<file path="config.mk">
export PLATFORM = sky130hd
export DESIGN_NAME = layer_norm_row_scheduler
export DESIGN_NICKNAME = d
export VERILOG_FILES = /design/src/rtl/layer_norm_row_scheduler.sv
export SDC_FILE = /design/constraint.sdc
export NUM_CORES = 1
export LEC_CHECK = 0
export ABC_AREA = 1
export ABC_CLOCK_PERIOD_IN_PS = 2000
export BUFFER_PORTS_ARGS = -buffer_cell sky130_fd_sc_hd__buf_2
export CAP_MARGIN = 10
export CORE_ASPECT_RATIO = 0.9
export CORE_UTILIZATION = 52
export CTS_BUF_LIST = sky130_fd_sc_hd__clkbuf_4 sky130_fd_sc_hd__clkbuf_8
export CTS_CLUSTER_SIZE = 8
export DETAILED_ROUTE_END_ITERATION = 10
export HOLD_SLACK_MARGIN = 0.08
export MAX_ROUTING_LAYER = met4
export PLACE_DENSITY_LB_ADDON = 0.05
export SETUP_SLACK_MARGIN = 0.15
export SLEW_MARGIN = 15
export SYNTH_ARGS = -nofsm -noshare
export SYNTH_HDL_FRONTEND = slang
export SYNTH_SLANG_ARGS = --single-unit
</file>
<file path="constraint.sdc">
create_clock -name clk -period 2 [get_ports clk]
set_input_delay 0.4 -clock clk [delete_from_list [all_inputs] [get_ports clk]]
set_output_delay 0.4 -clock clk [all_outputs]
set_load 0.05 [all_outputs]
</file>
<file path="src/rtl/layer_norm_row_scheduler.sv">
// Row scheduler for a layer-norm engine: for each row of a batch it issues a
// row-buffer read, kicks the layer-norm unit, waits for completion (bounded by
// a timeout) and commits the normalized row. Supports abort and a zero-row batch.
module layer_norm_row_scheduler #(
    parameter int ADDR_WIDTH     = 8,
    parameter int ROW_CNT_WIDTH  = 8,
    parameter int TIMEOUT_CYCLES = 200
) (
    input  logic                     clk,
    input  logic                     rst_n,
    input  logic                     cmd_start,
    input  logic                     cmd_abort,
    input  logic [ROW_CNT_WIDTH-1:0] cmd_num_rows,
    input  logic [ADDR_WIDTH-1:0]    cmd_rd_base,
    input  logic [ADDR_WIDTH-1:0]    cmd_wr_base,
    output logic                     rd_en,
    output logic [ADDR_WIDTH-1:0]    rd_addr,
    output logic                     ln_start,
    input  logic                     ln_busy,
    input  logic                     ln_done,
    output logic                     wr_en,
    output logic [ADDR_WIDTH-1:0]    wr_addr,
    output logic                     cmd_busy,
    output logic                     cmd_done,
    output logic [ROW_CNT_WIDTH-1:0] rows_done,
    output logic                     err_timeout,
    output logic                     err_abort
);

    localparam int WAIT_W = $clog2(TIMEOUT_CYCLES + 1);

    typedef enum logic [2:0] {
        S_IDLE, S_LOAD, S_START, S_WAIT, S_STORE, S_DONE
    } state_t;

    state_t                   state;
    state_t                   state_nxt;
    logic [ROW_CNT_WIDTH-1:0] row_idx;
    logic [ROW_CNT_WIDTH-1:0] num_rows;
    logic [ADDR_WIDTH-1:0]    rd_base;
    logic [ADDR_WIDTH-1:0]    wr_base;
    logic [WAIT_W-1:0]        wait_cnt;
    logic                     accept;
    logic                     timeout_hit;
    logic                     abort_hit;

    // ln_busy is informational only; completion is detected from ln_done.
    logic unused_ln_busy;
    assign unused_ln_busy = ln_busy;

    // Next-state decode; abort outranks ln_done, and ln_done outranks timeout.
    always_comb begin
        state_nxt   = state;
        accept      = 1'b0;
        timeout_hit = 1'b0;
        abort_hit   = 1'b0;
        case (state)
            S_IDLE: begin
                if (cmd_start) begin
                    accept    = 1'b1;
                    state_nxt = (cmd_num_rows == '0) ? S_DONE : S_LOAD;
                end
            end
            S_LOAD: begin
                if (cmd_abort) begin
                    abort_hit = 1'b1;
                    state_nxt = S_DONE;
                end else begin
                    state_nxt = S_START;
                end
            end
            S_START: begin
                if (cmd_abort) begin
                    abort_hit = 1'b1;
                    state_nxt = S_DONE;
                end else begin
                    state_nxt = S_WAIT;
                end
            end
            S_WAIT: begin
                if (cmd_abort) begin
                    abort_hit = 1'b1;
                    state_nxt = S_DONE;
                end else if (ln_done) begin
                    state_nxt = S_STORE;
                end else if (wait_cnt == WAIT_W'(TIMEOUT_CYCLES - 1)) begin
                    timeout_hit = 1'b1;
                    state_nxt   = S_DONE;
                end
            end
            S_STORE: begin
                if (cmd_abort) begin
                    abort_hit = 1'b1;
                    state_nxt = S_DONE;
                end else if (row_idx == num_rows - ROW_CNT_WIDTH'(1)) begin
                    state_nxt = S_DONE;
                end else begin
                    state_nxt = S_LOAD;
                end
            end
            S_DONE:  state_nxt = S_IDLE;
            default: state_nxt = S_IDLE;
        endcase
    end

    // Control state: FSM, row/wait counters, progress and sticky error flags.
    always_ff @(posedge clk or negedge rst_n) begin
        if (!rst_n) begin
            state       <= S_IDLE;
            row_idx     <= '0;
            wait_cnt    <= '0;
            rows_done   <= '0;
            err_timeout <= 1'b0;
            err_abort   <= 1'b0;
        end else begin
            state <= state_nxt;
            if (accept) begin
                row_idx     <= '0;
                rows_done   <= '0;
                err_timeout <= 1'b0;
                err_abort   <= 1'b0;
            end
            if (state == S_START) begin
                wait_cnt <= '0;
            end else if (state == S_WAIT) begin
                wait_cnt <= wait_cnt + WAIT_W'(1);
            end
            // A row reaching STORE is always committed, even if abort arrives.
            if (state == S_STORE) begin
                rows_done <= rows_done + ROW_CNT_WIDTH'(1);
                row_idx   <= row_idx + ROW_CNT_WIDTH'(1);
            end
            if (timeout_hit) begin
                err_timeout <= 1'b1;
            end
            if (abort_hit) begin
                err_abort <= 1'b1;
            end
        end
    end

    // Batch parameters captured only when a command is accepted in IDLE.
    always_ff @(posedge clk) begin
        if (accept) begin
            num_rows <= cmd_num_rows;
            rd_base  <= cmd_rd_base;
            wr_base  <= cmd_wr_base;
        end
    end

    // Strobes and addresses decode directly from state so reset clears them at once.
    assign rd_en    = (state == S_LOAD);
    assign rd_addr  = rd_en ? ADDR_WIDTH'(rd_base + ADDR_WIDTH'(row_idx)) : '0;
    assign ln_start = (state == S_START);
    assign wr_en    = (state == S_STORE);
    assign wr_addr  = wr_en ? ADDR_WIDTH'(wr_base + ADDR_WIDTH'(row_idx)) : '0;
    assign cmd_busy = (state != S_IDLE);
    assign cmd_done = (state == S_DONE);

endmodule

</file>
==> results of run 1 <==
timing repair:
| action | in CTS | in global routing |
|---|---|---|
| buffers inserted | 17 | 17 |
| hold buffers | 0 | 0 |
| gates resized for setup | 81 | 36 |
| pin swaps | 18 | 22 |
| endpoints found under the setup margin | 20 | 23 |
cells in the final DEF, fill, tap and decap left out, types with 3 or more instances in the layout:
| cell | netlist | layout |
|---|---|---|
| sky130_fd_sc_hd__nand3_1 | 23 | 15 |
| sky130_fd_sc_hd__xnor2_1 | 3 | 3 |
| sky130_fd_sc_hd__nor2_4 | 3 | 13 |
| sky130_fd_sc_hd__nor3_4 | 2 | 3 |
| sky130_fd_sc_hd__inv_2 | 11 | 12 |
| sky130_fd_sc_hd__buf_2 | 3 | 38 |
| sky130_fd_sc_hd__ha_1 | 18 | 8 |
| sky130_fd_sc_hd__buf_4 | 0 | 54 |
| sky130_fd_sc_hd__clkbuf_8 | 0 | 6 |
| sky130_fd_sc_hd__nand3_2 | 1 | 8 |
| sky130_fd_sc_hd__xor2_1 | 10 | 8 |
| sky130_fd_sc_hd__nand4_1 | 9 | 9 |
| sky130_fd_sc_hd__buf_8 | 0 | 9 |
| sky130_fd_sc_hd__nor2_1 | 36 | 26 |
| sky130_fd_sc_hd__edfxtp_1 | 24 | 24 |
| sky130_fd_sc_hd__inv_1 | 36 | 30 |
| sky130_fd_sc_hd__ha_4 | 0 | 9 |
| sky130_fd_sc_hd__a21oi_2 | 0 | 9 |
| sky130_fd_sc_hd__nand2_1 | 71 | 67 |
| sky130_fd_sc_hd__dfrtp_2 | 0 | 6 |
| sky130_fd_sc_hd__o21ai_2 | 0 | 5 |
| sky130_fd_sc_hd__nor2_2 | 3 | 3 |
| sky130_fd_sc_hd__a21oi_1 | 31 | 19 |
| sky130_fd_sc_hd__o21ai_1 | 13 | 11 |
| sky130_fd_sc_hd__a21oi_4 | 0 | 3 |
| sky130_fd_sc_hd__inv_4 | 0 | 3 |
| sky130_fd_sc_hd__dfrtp_1 | 29 | 23 |
| sky130_fd_sc_hd__nand2_2 | 1 | 4 |
| sky130_fd_sc_hd__o21ai_0 | 12 | 8 |
| sky130_fd_sc_hd__buf_6 | 0 | 22 |
where the power goes:
| group | switching, mW | total [mW] | internal [mW] |
|---|---|---|---|
| combinational | 2.33 | 3.94 | 1.61 |
| sequential | 0.257 | 1.65 | 1.40 |
| clock | 0.355 | 0.652 | 0.297 |
| total | 2.94 | 6.24 | 3.30 |
synth_stat cells, drive strengths merged:
library cell / count / share of area (%)
o41ai: 1 / 0.52
nor2: 43 / 6.6
o31ai: 2 / 0.48
nor3: 5 / 1.5
xor2: 10 / 2.8
xnor2: 3 / 0.84
buf: 3 / 0.48
fa: 2 / 1.3
o32ai: 1 / 0.28
o21ai: 25 / 4.0
o211ai: 1 / 0.24
inv: 47 / 5.6
nand4: 9 / 1.8
clkbuf: 1 / 0.16
nand2: 72 / 8.7
dfrtp: 29 / 23
nor4: 2 / 0.40
a21oi: 31 / 4.9
a211oi: 1 / 0.24
o22ai: 2 / 0.40
nand3: 24 / 4.0
edfxtp: 24 / 23
nand3b: 1 / 0.24
ha: 18 / 7.2
mux2i: 2 / 0.64
a22o: 2 / 0.56
kinds of logic (layout without fill, tap and decap cells):
group / Yosys count / count (layout) / synth area share, %
fa+ha+maj: 20 / 20 / 8.46
compound gates: 66 / 66 / 11.6
flops: 53 / 53 / 46.1
xor+xnor: 13 / 13 / 3.63
mux: 2 / 2 / 0.638
simple gates: 156 / 156 / 23.3
buf+inv: 51 / 179 / 6.26
layout make-up:
class / count / area, µm²
timing repair buffer: 124 / 998
clock buffer: 7 / 90.1
clock inverter: 1 / 6.26
sequential: 53 / 1450
multi-input combinational: 257 / 1880
fill: 339 / 1050
inverter: 47 / 194
tap: 70 / 87.6
metrics by stage:
step	total power, mW	worst slack [ns]
2_1_floorplan	3.62	-0.234
3_3_place_gp	4.37	-0.346
3_5_place_dp	4.44	-0.375
4_1_cts	5.74	-0.633
5_1_grt	6.54	-0.785
6_report	6.24	-0.703
worst reg2reg max path: cells and delay by family (launching register included):
kind          cells  cell delay, ns
simple gates      4            0.63
flops             1            0.44
buf+inv           4            0.51
mux               1            0.13
worst max-delay path by stage:
stage                          start         end  slack (ns)
final                     row_idx[0]  rd_addr[6]       -0.70
after global routing      row_idx[0]  rd_addr[6]       -0.78
after CTS                 row_idx[0]  wr_addr[6]       -0.63
after detailed placement  row_idx[0]  wr_addr[6]       -0.37
after global placement    row_idx[0]  rd_addr[6]       -0.35
after floorplan           row_idx[0]  rd_addr[6]       -0.23
flip-flops by register name, summed over array words and instances, names as in the netlist:
register	flops
row_idx	8
wr_base	8
err_timeout	1
rd_base	8
state	3
rows_done	8
err_abort	1
wait_cnt	8
num_rows	8
metal layers:
metal | up-vias | wire, µm | global-route usage [%]
li1 | 1475 | - | -
met1 | 1438 | 3810 | 33.6
met2 | 82 | 4420 | 45.9
met3 | 19 | 327 | 3.36
met4 | 0 | 156 | 8.05
met5 | - | 0 | -
==> summary.txt, run 1 <==
Max-slew violations = 0
FF+latch count, synth = 53
Post-route antenna net violation count = 0
WP buf/inv = 2
Routability Congestion = 0.921
Mapped Nets = 411
Fin. Hold Viols = 0
CTS Sinks = 53
Post-DR wirelength/cell = 15.6 µm
Final Net Count = 538
Setup CP Type = reg -> out
Status = finished with violations
Critical Path Sink Type = output port
Cell count after synthesis = 361
Origin of the critical flop-to-flop path = state[0]
Clock latency on the worst-skew pair = 0.30 ns
Part of the cycle the worst path needs = 135%
Placed wire-length estimate = 5.58 mm
Via count = 3,014
Fraction of the yosys area taken by sequential cells = 46.1%
Global-route wire length before repair = 12.6 mm
Util after Layout = 81.8%
Worst path required time = 1.60 ns
Post-route design area = 4710 µm²
Count of antenna diodes in the layout = 0
Final Setup Violations = 14
All-Layer GR Usage = 26.6%
TritonCTS clock tree = built
Maximum operating frequency = 0.370 GHz
Top delay family on crit path = simple AND/OR/NAND/NOR gates
Post-route DRC = 5
Final-layout setup total negative slack = -5.57 ns
Synthesized cell area = 3140 µm²
Iteration count of the initial detailed-routing pass = 8
Kind of launch point of the worst setup path = register
Relative slew slack = 54.0%
Number of distinct library cells after synthesis = 34
Die W = 83.9 µm
Port Buffer Count = 59
Number of global-route vias before repair = 2,722
Maximum fanout along the worst path = 4
Path type of the worst min-delay path = in -> async
Cell seen most often among critical-path stages = sky130_fd_sc_hd__nor2_1
Wire length reported by the detailed router = 8.71 mm
Initial core utilization = 54.5%
Max_cap viols = 0
CTS buffer count = 5
Violations in the final reports = DRC, setup timing
Setup clock skew after layout = 0.00732 ns
Core Region = 5760 µm²
Die Footprint = 6350 µm²
Worst hold margin = 0.124 ns
Avg Inst Size Synth = 8.69 µm²
Setup slack after layout = -0.703 ns
Clock-pin slew of the registers on the worst-case setup and hold paths = 0.10 ns
Largest net degree at the start of global routing = 30
Clock root cell = sky130_fd_sc_hd__clkbuf_8
Starting DRC count in detailed routing = 159
Fraction of layout instances using a drive strength above 1 = 45.6%
Vias per Instance = 5.39
Slowest cell delay on critical path = 0.48 ns
Critical Path, Cell by Cell = ha_4 -> fa_2 -> nand3_2 -> nand3_2 -> nand2_2 -> inv_2 -> nor2_1 -> nor2_1 -> nor2_1 -> xor2_1 -> nor2_4 -> buf_6
Antenna violations before repair = 0
Overall overflow remaining after global route = 0
Leakage power figure = 2.17 nW
Relative area change from synthesis to final layout = 50.2%
Layout Cells excl Fill = 559
RSZ-0062 raised after global routing = yes
Worst reg2reg path endpoint = row_idx[7]
H-tree lvl count = 2
Minimum clock period after layout = 2.70 ns
I/O pins = 61
Y dimension of the die = 75.7 µm
Placed Cells = 517
Worst Tran Pin Value = 0.691 ns
Clock Path Buffers = 2
Worst reg-to-reg setup slack = 0.18 ns
Area after DPL = 3920 µm²
Power density of the placed cells = 1320 nW/µm²
Data arrival time of the critical path = 2.30 ns
Crit path depth = 12
Row count = 26
IR drop worst, VDD = 0.000923 V
Yosys Warn Count = 0
R2r worst-path depth = 9
Worst-path cell with the longest stage delay = sky130_fd_sc_hd__dfrtp_2
Note: power is estimated with default switching activity, not from simulation.
==> inputs of run 2 (changes only) <==
--- a/config.mk
+++ b/config.mk
@@ -18,6 +18,7 @@
 export MAX_ROUTING_LAYER = met4
 export PLACE_DENSITY_LB_ADDON = 0.05
 export SETUP_SLACK_MARGIN = 0.15
+export SKIP_CTS_REPAIR_TIMING = 1
 export SLEW_MARGIN = 15
 export SYNTH_ARGS = -nofsm -noshare
 export SYNTH_HDL_FRONTEND = slang
==> constraint.sdc (replaced) <==
create_clock -name clk -period 2 [get_ports clk]
set_input_delay 0.4 -clock clk [delete_from_list [all_inputs] [get_ports clk]]
set_output_delay 0.4 -clock clk [all_outputs]
set_load 0.1 [all_outputs]
==> run 2 against run 1 <==
Compared with the run above:
- the flow still finishes with violations (DRC, setup timing)
- fmax rose by 0.37%
- core utilization grew 1.4 points
- via count decreased by 0.23%
- non-clock buffer count shrank 13
- critical path depth did not move
- largest cell class unchanged
- largest power group unchanged
==> summary.txt, run 2 (synthesis results as in run 1) <==
Status = finished with violations
Violations in the final reports = DRC, setup timing
Setup CP Type = reg -> out
Relative slew slack = 57.3%
Origin of the critical flop-to-flop path = state[0]
Overall overflow remaining after global route = 0
All-Layer GR Usage = 26.2%
Final Setup Violations = 15
Placed wire-length estimate = 5.93 mm
Max_cap viols = 0
Layout Cells excl Fill = 546
Starting DRC count in detailed routing = 197
Placed Cells = 523
Y dimension of the die = 75.7 µm
Initial core utilization = 54.5%
H-tree lvl count = 2
Final Net Count = 525
RSZ-0062 raised after global routing = yes
Fraction of layout instances using a drive strength above 1 = 43.5%
Post-DR wirelength/cell = 15.6 µm
R2r worst-path depth = 5
Path type of the worst min-delay path = in -> async
Data arrival time of the critical path = 2.29 ns
Port Buffer Count = 59
Leading cell type in the layout, fill and taps excluded = sky130_fd_sc_hd__nand2_1
Power density of the placed cells = 1530 nW/µm²
Antenna violations before repair = 0
Clock Path Buffers = 2
Top library cells by usage in the layout, fill and taps aside = 67 x sky130_fd_sc_hd__nand2_1, 43 x sky130_fd_sc_hd__buf_4, 38 x sky130_fd_sc_hd__buf_2, 31 x sky130_fd_sc_hd__inv_1, 25 x sky130_fd_sc_hd__nor2_1
Post-route antenna net violation count = 0
Setup slack after layout = -0.692 ns
Clock root cell = sky130_fd_sc_hd__clkbuf_8
Row count = 26
Minimum clock period after layout = 2.69 ns
Max-slew violations = 0
IR drop worst, VDD = 0.00113 V
Vias per Instance = 5.51
Worst reg-to-reg setup slack = 0.29 ns
I/O pins = 61
Via count = 3,007
Iteration count of the initial detailed-routing pass = 8
Routability Congestion = 0.868
Post-route DRC = 10
Maximum operating frequency = 0.371 GHz
Kind of launch point of the worst setup path = register
Part of the cycle the worst path needs = 135%
Count of antenna diodes in the layout = 0
Global-route wire length before repair = 12.4 mm
CTS buffer count = 5
Critical Path Sink Type = output port
Maximum fanout along the worst path = 3
TritonCTS clock tree = built
Worst hold margin = 0.0989 ns
Filler cell count = 327
Fin. Hold Viols = 0
Clock-pin slew of the registers on the worst-case setup and hold paths = 0.10 ns
Die Footprint = 6350 µm²
Worst path required time = 1.60 ns
Number of global-route vias before repair = 2,689
Worst Tran Pin Value = 0.641 ns
Wire length reported by the detailed router = 8.49 mm
Leakage power figure = 2.15 nW
Relative area change from synthesis to final layout = 52.7%
Largest net degree at the start of global routing = 30
CTS Sinks = 53
Core Region = 5760 µm²
Clock latency on the worst-skew pair = 0.32 ns
Die W = 83.9 µm
Worst reg2reg path endpoint = num_rows[7]
Setup clock skew after layout = 0.00674 ns
run 2: cell count changes in the layout (fill, tap and decap cells not counted), moves of 7 or more:
| cell | before | now |
|---|---|---|
| sky130_fd_sc_hd__buf_12 | 1 | 21 |
| sky130_fd_sc_hd__buf_6 | 22 | 7 |
| sky130_fd_sc_hd__buf_4 | 54 | 43 |
| sky130_fd_sc_hd__buf_8 | 9 | 2 |
run 2: layout make-up:
type                    instances  area [µm²]  share of cell area, %
clock buffers                   5        68.8                   1.44
clock inverters                 3        46.3                  0.967
inverters                      47         205                   4.28
multi-input cells             257        1880                   39.3
flip-flops and latches         53        1460                   30.5
well taps                      70        87.6                   1.83
repair buffers                111        1040                   21.8
run 2: through the flow:
| step | setup TNS [ns] | area (µm²) | power [mW] | setup slack [ns] | util, % |
|---|---|---|---|---|---|
| after CTS | -6.23 | 4440 | 6.68 | -0.698 | 77.2 |
| after global placement | -1.13 | 4330 | 5.86 | -0.290 | 75.2 |
| final | -5.88 | 4790 | 7.33 | -0.692 | 83.2 |
| after detailed placement | -1.43 | 4330 | 5.94 | -0.339 | 75.2 |
| after global routing | -7.04 | 4790 | 7.65 | -0.838 | 83.2 |
| after floorplan | -3.31 | 3460 | 4.64 | -0.510 | - |
run 2: critical path: stages, from the launching register on:
cell and delay (ns):
sky130_fd_sc_hd__dfrtp_2 0.45, sky130_fd_sc_hd__ha_4 0.17, sky130_fd_sc_hd__fa_2 0.36, sky130_fd_sc_hd__nand3_2 0.08, sky130_fd_sc_hd__nand3_2 0.08, sky130_fd_sc_hd__nand2_2 0.08
sky130_fd_sc_hd__inv_2 0.04, sky130_fd_sc_hd__nor2_2 0.07, sky130_fd_sc_hd__nor2_1 0.05, sky130_fd_sc_hd__nor2_1 0.12, sky130_fd_sc_hd__xor2_1 0.25, sky130_fd_sc_hd__nor2_4 0.05
sky130_fd_sc_hd__buf_12 0.16
run 2: how the worst max path moves through the flow:
stage                           from         end  slack [ns]  cells past startpoint
after floorplan           row_idx[0]  wr_addr[6]       -0.51                      9
after global placement    row_idx[0]  rd_addr[6]       -0.29                     12
after detailed placement  row_idx[0]  rd_addr[6]       -0.34                     12
after CTS                 row_idx[0]  rd_addr[6]       -0.70                     12
after global routing      row_idx[0]  rd_addr[6]       -0.84                     12
final                     row_idx[0]  rd_addr[6]       -0.69                     12
run 2: metal layers:
metal  track usage [%]  share of wire (%)  wire, µm  up-vias
li1                  -                  -         -     1451
met1              32.4                 42      3550     1441
met2              45.5                 52      4390       98
met3              4.55                4.8       411       17
met4              7.09                1.7       143        0
met5                 -                  0         0        -
run 2: report_power, final:
part	internal [mW]	switching [mW]	total, mW
sequential	1.40	0.241	1.64
clock	0.375	0.374	0.749
combinational	1.78	3.16	4.94
total	3.55	3.78	7.33
==> inputs of run 3 (changes only) <==
--- a/config.mk
+++ b/config.mk
@@ -6,11 +6,11 @@
 export NUM_CORES = 1
 export LEC_CHECK = 0
 export ABC_AREA = 1
-export ABC_CLOCK_PERIOD_IN_PS = 2000
+export ABC_CLOCK_PERIOD_IN_PS = 3260
 export BUFFER_PORTS_ARGS = -buffer_cell sky130_fd_sc_hd__buf_2
 export CAP_MARGIN = 10
 export CORE_ASPECT_RATIO = 0.9
-export CORE_UTILIZATION = 52
+export CORE_UTILIZATION = 60
 export CTS_BUF_LIST = sky130_fd_sc_hd__clkbuf_4 sky130_fd_sc_hd__clkbuf_8
 export CTS_CLUSTER_SIZE = 8
 export DETAILED_ROUTE_END_ITERATION = 10
==> constraint.sdc (replaced) <==
create_clock -name clk -period 3.26 [get_ports clk]
set_input_delay 0.652 -clock clk [delete_from_list [all_inputs] [get_ports clk]]
set_output_delay 0.652 -clock clk [all_outputs]
set_load 0.1 [all_outputs]
==> run 3 against run 2 <==
Compared with the run above:
- the flow now finishes without violations
- final cell count down 9.7%
- core utilization fell by 7.2 points
- routed wire length down 24%
- flip-flop and latch count did not move
- clock power shrank 32%
==> summary.txt, run 3 (synthesis results as in run 1) <==
Status = completed
Global-route wire length before repair = 10.9 mm
Slowest cell delay on critical path = 0.47 ns
Initial core utilization = 63.7%
Maximum fanout along the worst path = 6
Setup slack after layout = 0.248 ns
Data arrival time of the critical path = 2.36 ns
TritonCTS clock tree = built
Worst Tran Pin Value = 0.636 ns
Cell seen most often among critical-path stages = sky130_fd_sc_hd__nand2_1
Via count = 2,666
Placed wire-length estimate = 4.86 mm
Part of the cycle the worst path needs = 92.4%
Relative area change from synthesis to final layout = 19.2%
Detailed-routing wirelength on met1 = 3.08 mm
Critical Path, Cell by Cell = ha_1 -> a21oi_1 -> nand2_1 -> nand2_1 -> nand2_1 -> a21oi_2 -> o21ai_0 -> a21oi_4 -> buf_8
Fraction of layout instances using a drive strength above 1 = 25.0%
H-tree lvl count = 2
IR drop worst, VDD = 0.000879 V
Routability Congestion = 0.856
Y dimension of the die = 70.6 µm
Largest net degree at the start of global routing = 30
Antenna violations before repair = 0
Path type of the worst min-delay path = in -> async
Worst-path cell with the longest stage delay = sky130_fd_sc_hd__dfrtp_1
Iteration count of the initial detailed-routing pass = 4
Post-route design area = 3740 µm²
Fin. Hold Viols = 0
R2r worst-path depth = 6
Top library cells by usage in the layout, fill and taps aside = 71 x sky130_fd_sc_hd__nand2_1, 54 x sky130_fd_sc_hd__buf_2, 36 x sky130_fd_sc_hd__inv_1, 30 x sky130_fd_sc_hd__nor2_1, 29 x sky130_fd_sc_hd__dfrtp_1
Row count = 24
Leakage power figure = 1.84 nW
Final Setup Violations = 0
Leading cell type in the layout, fill and taps excluded = sky130_fd_sc_hd__nand2_1
Worst path required time = 2.61 ns
Length of routed met2 wiring = 2.95 mm
Critical Path Sink Type = output port
Wire length reported by the detailed router = 6.46 mm
Clock root cell = sky130_fd_sc_hd__clkbuf_8
Count of antenna diodes in the layout = 0
Post-route DRC = 0
All-Layer GR Usage = 26.3%
Relative slew slack = 57.6%
RSZ-0062 raised after global routing = yes
Die W = 78.2 µm
Vias per Instance = 5.41
Final Net Count = 477
Setup CP Type = reg -> out
CTS Sinks = 53
I/O pins = 61
Crit path depth = 9
Maximum operating frequency = 0.332 GHz
Core Region = 4920 µm²
Post-route antenna net violation count = 0
Overall overflow remaining after global route = 0
Minimum clock period after layout = 3.01 ns
Setup clock skew after layout = 0.00551 ns
Power density of the placed cells = 932 nW/µm²
Area after DPL = 3560 µm²
Clock latency on the worst-skew pair = 0.31 ns
Number of global-route vias before repair = 2,461
Max_cap viols = 0
Util after Layout = 75.9%
Layout Cells excl Fill = 493
Starting DRC count in detailed routing = 156
Top delay family on crit path = compound AO/OA/AOI/OAI gates
Place WS = 0.322 ns
Port Buffer Count = 59
Met3 wirelength from detailed routing = 319 µm
Worst hold margin = 0.355 ns
Clock-pin slew of the registers on the worst-case setup and hold paths = 0.09 ns
WP buf/inv = 1
Final-layout setup total negative slack = 0 ns
Top routing layer used = met4
Kind of launch point of the worst setup path = register
Placed Cells = 484
Clock Path Buffers = 2
CTS buffer count = 5
Post-DR wirelength/cell = 13.1 µm
Max-slew violations = 0
Final Power = 3.49 mW
Die Footprint = 5520 µm²
Filler cell count = 364
run 3: changes by cell type in the layout (fill, tap and decap cells not counted), sizes merged:
cell / change
buf: -50
bufinv: +1
clkbuf: +2
clkinvlp: -3
inv: +2
run 3: power by group:
part	switching (mW)	internal [mW]	leakage (nW)
sequential	0.131	0.851	0.612
combinational	1.57	0.422	1.16
clock	0.207	0.305	0.0681
total	1.91	1.58	1.84
run 3: final timing paths:
path | from | end | slack, ns
setup / recovery | row_idx[2] | rd_addr[5] | 0.25
hold / removal | rst_n | err_abort | 0.35
setup reg to reg | state[1] | row_idx[2] | 1.42
hold reg to reg | rows_done[7] | rows_done[7] | 0.47
max in group asynchronous | rst_n | row_idx[2] | 2.49
min in group clk | rows_done[7] | rows_done[7] | 0.47
run 3: cell type report:
cell class                      instances  area [µm²]  area share, %
Timing Repair Buffer                   63         353           9.43
Sequential cell                        53        1450           38.7
Multi-Input combinational cell        257        1550           41.4
Clock inverter                          3        65.1           1.74
Tap cell                               65        81.3           2.17
Clock buffer                            5        68.8           1.84
Inverter                               47         176           4.72
run 3: metal layers:
| metal | GRT usage (%) | vias to the layer above |
|---|---|---|
| met3 | 4.00 | 11 |
| met1 | 35.1 | 1221 |
| met2 | 41.4 | 81 |
| met4 | 9.05 | 0 |
| met5 | - | - |
| li1 | - | 1353 |
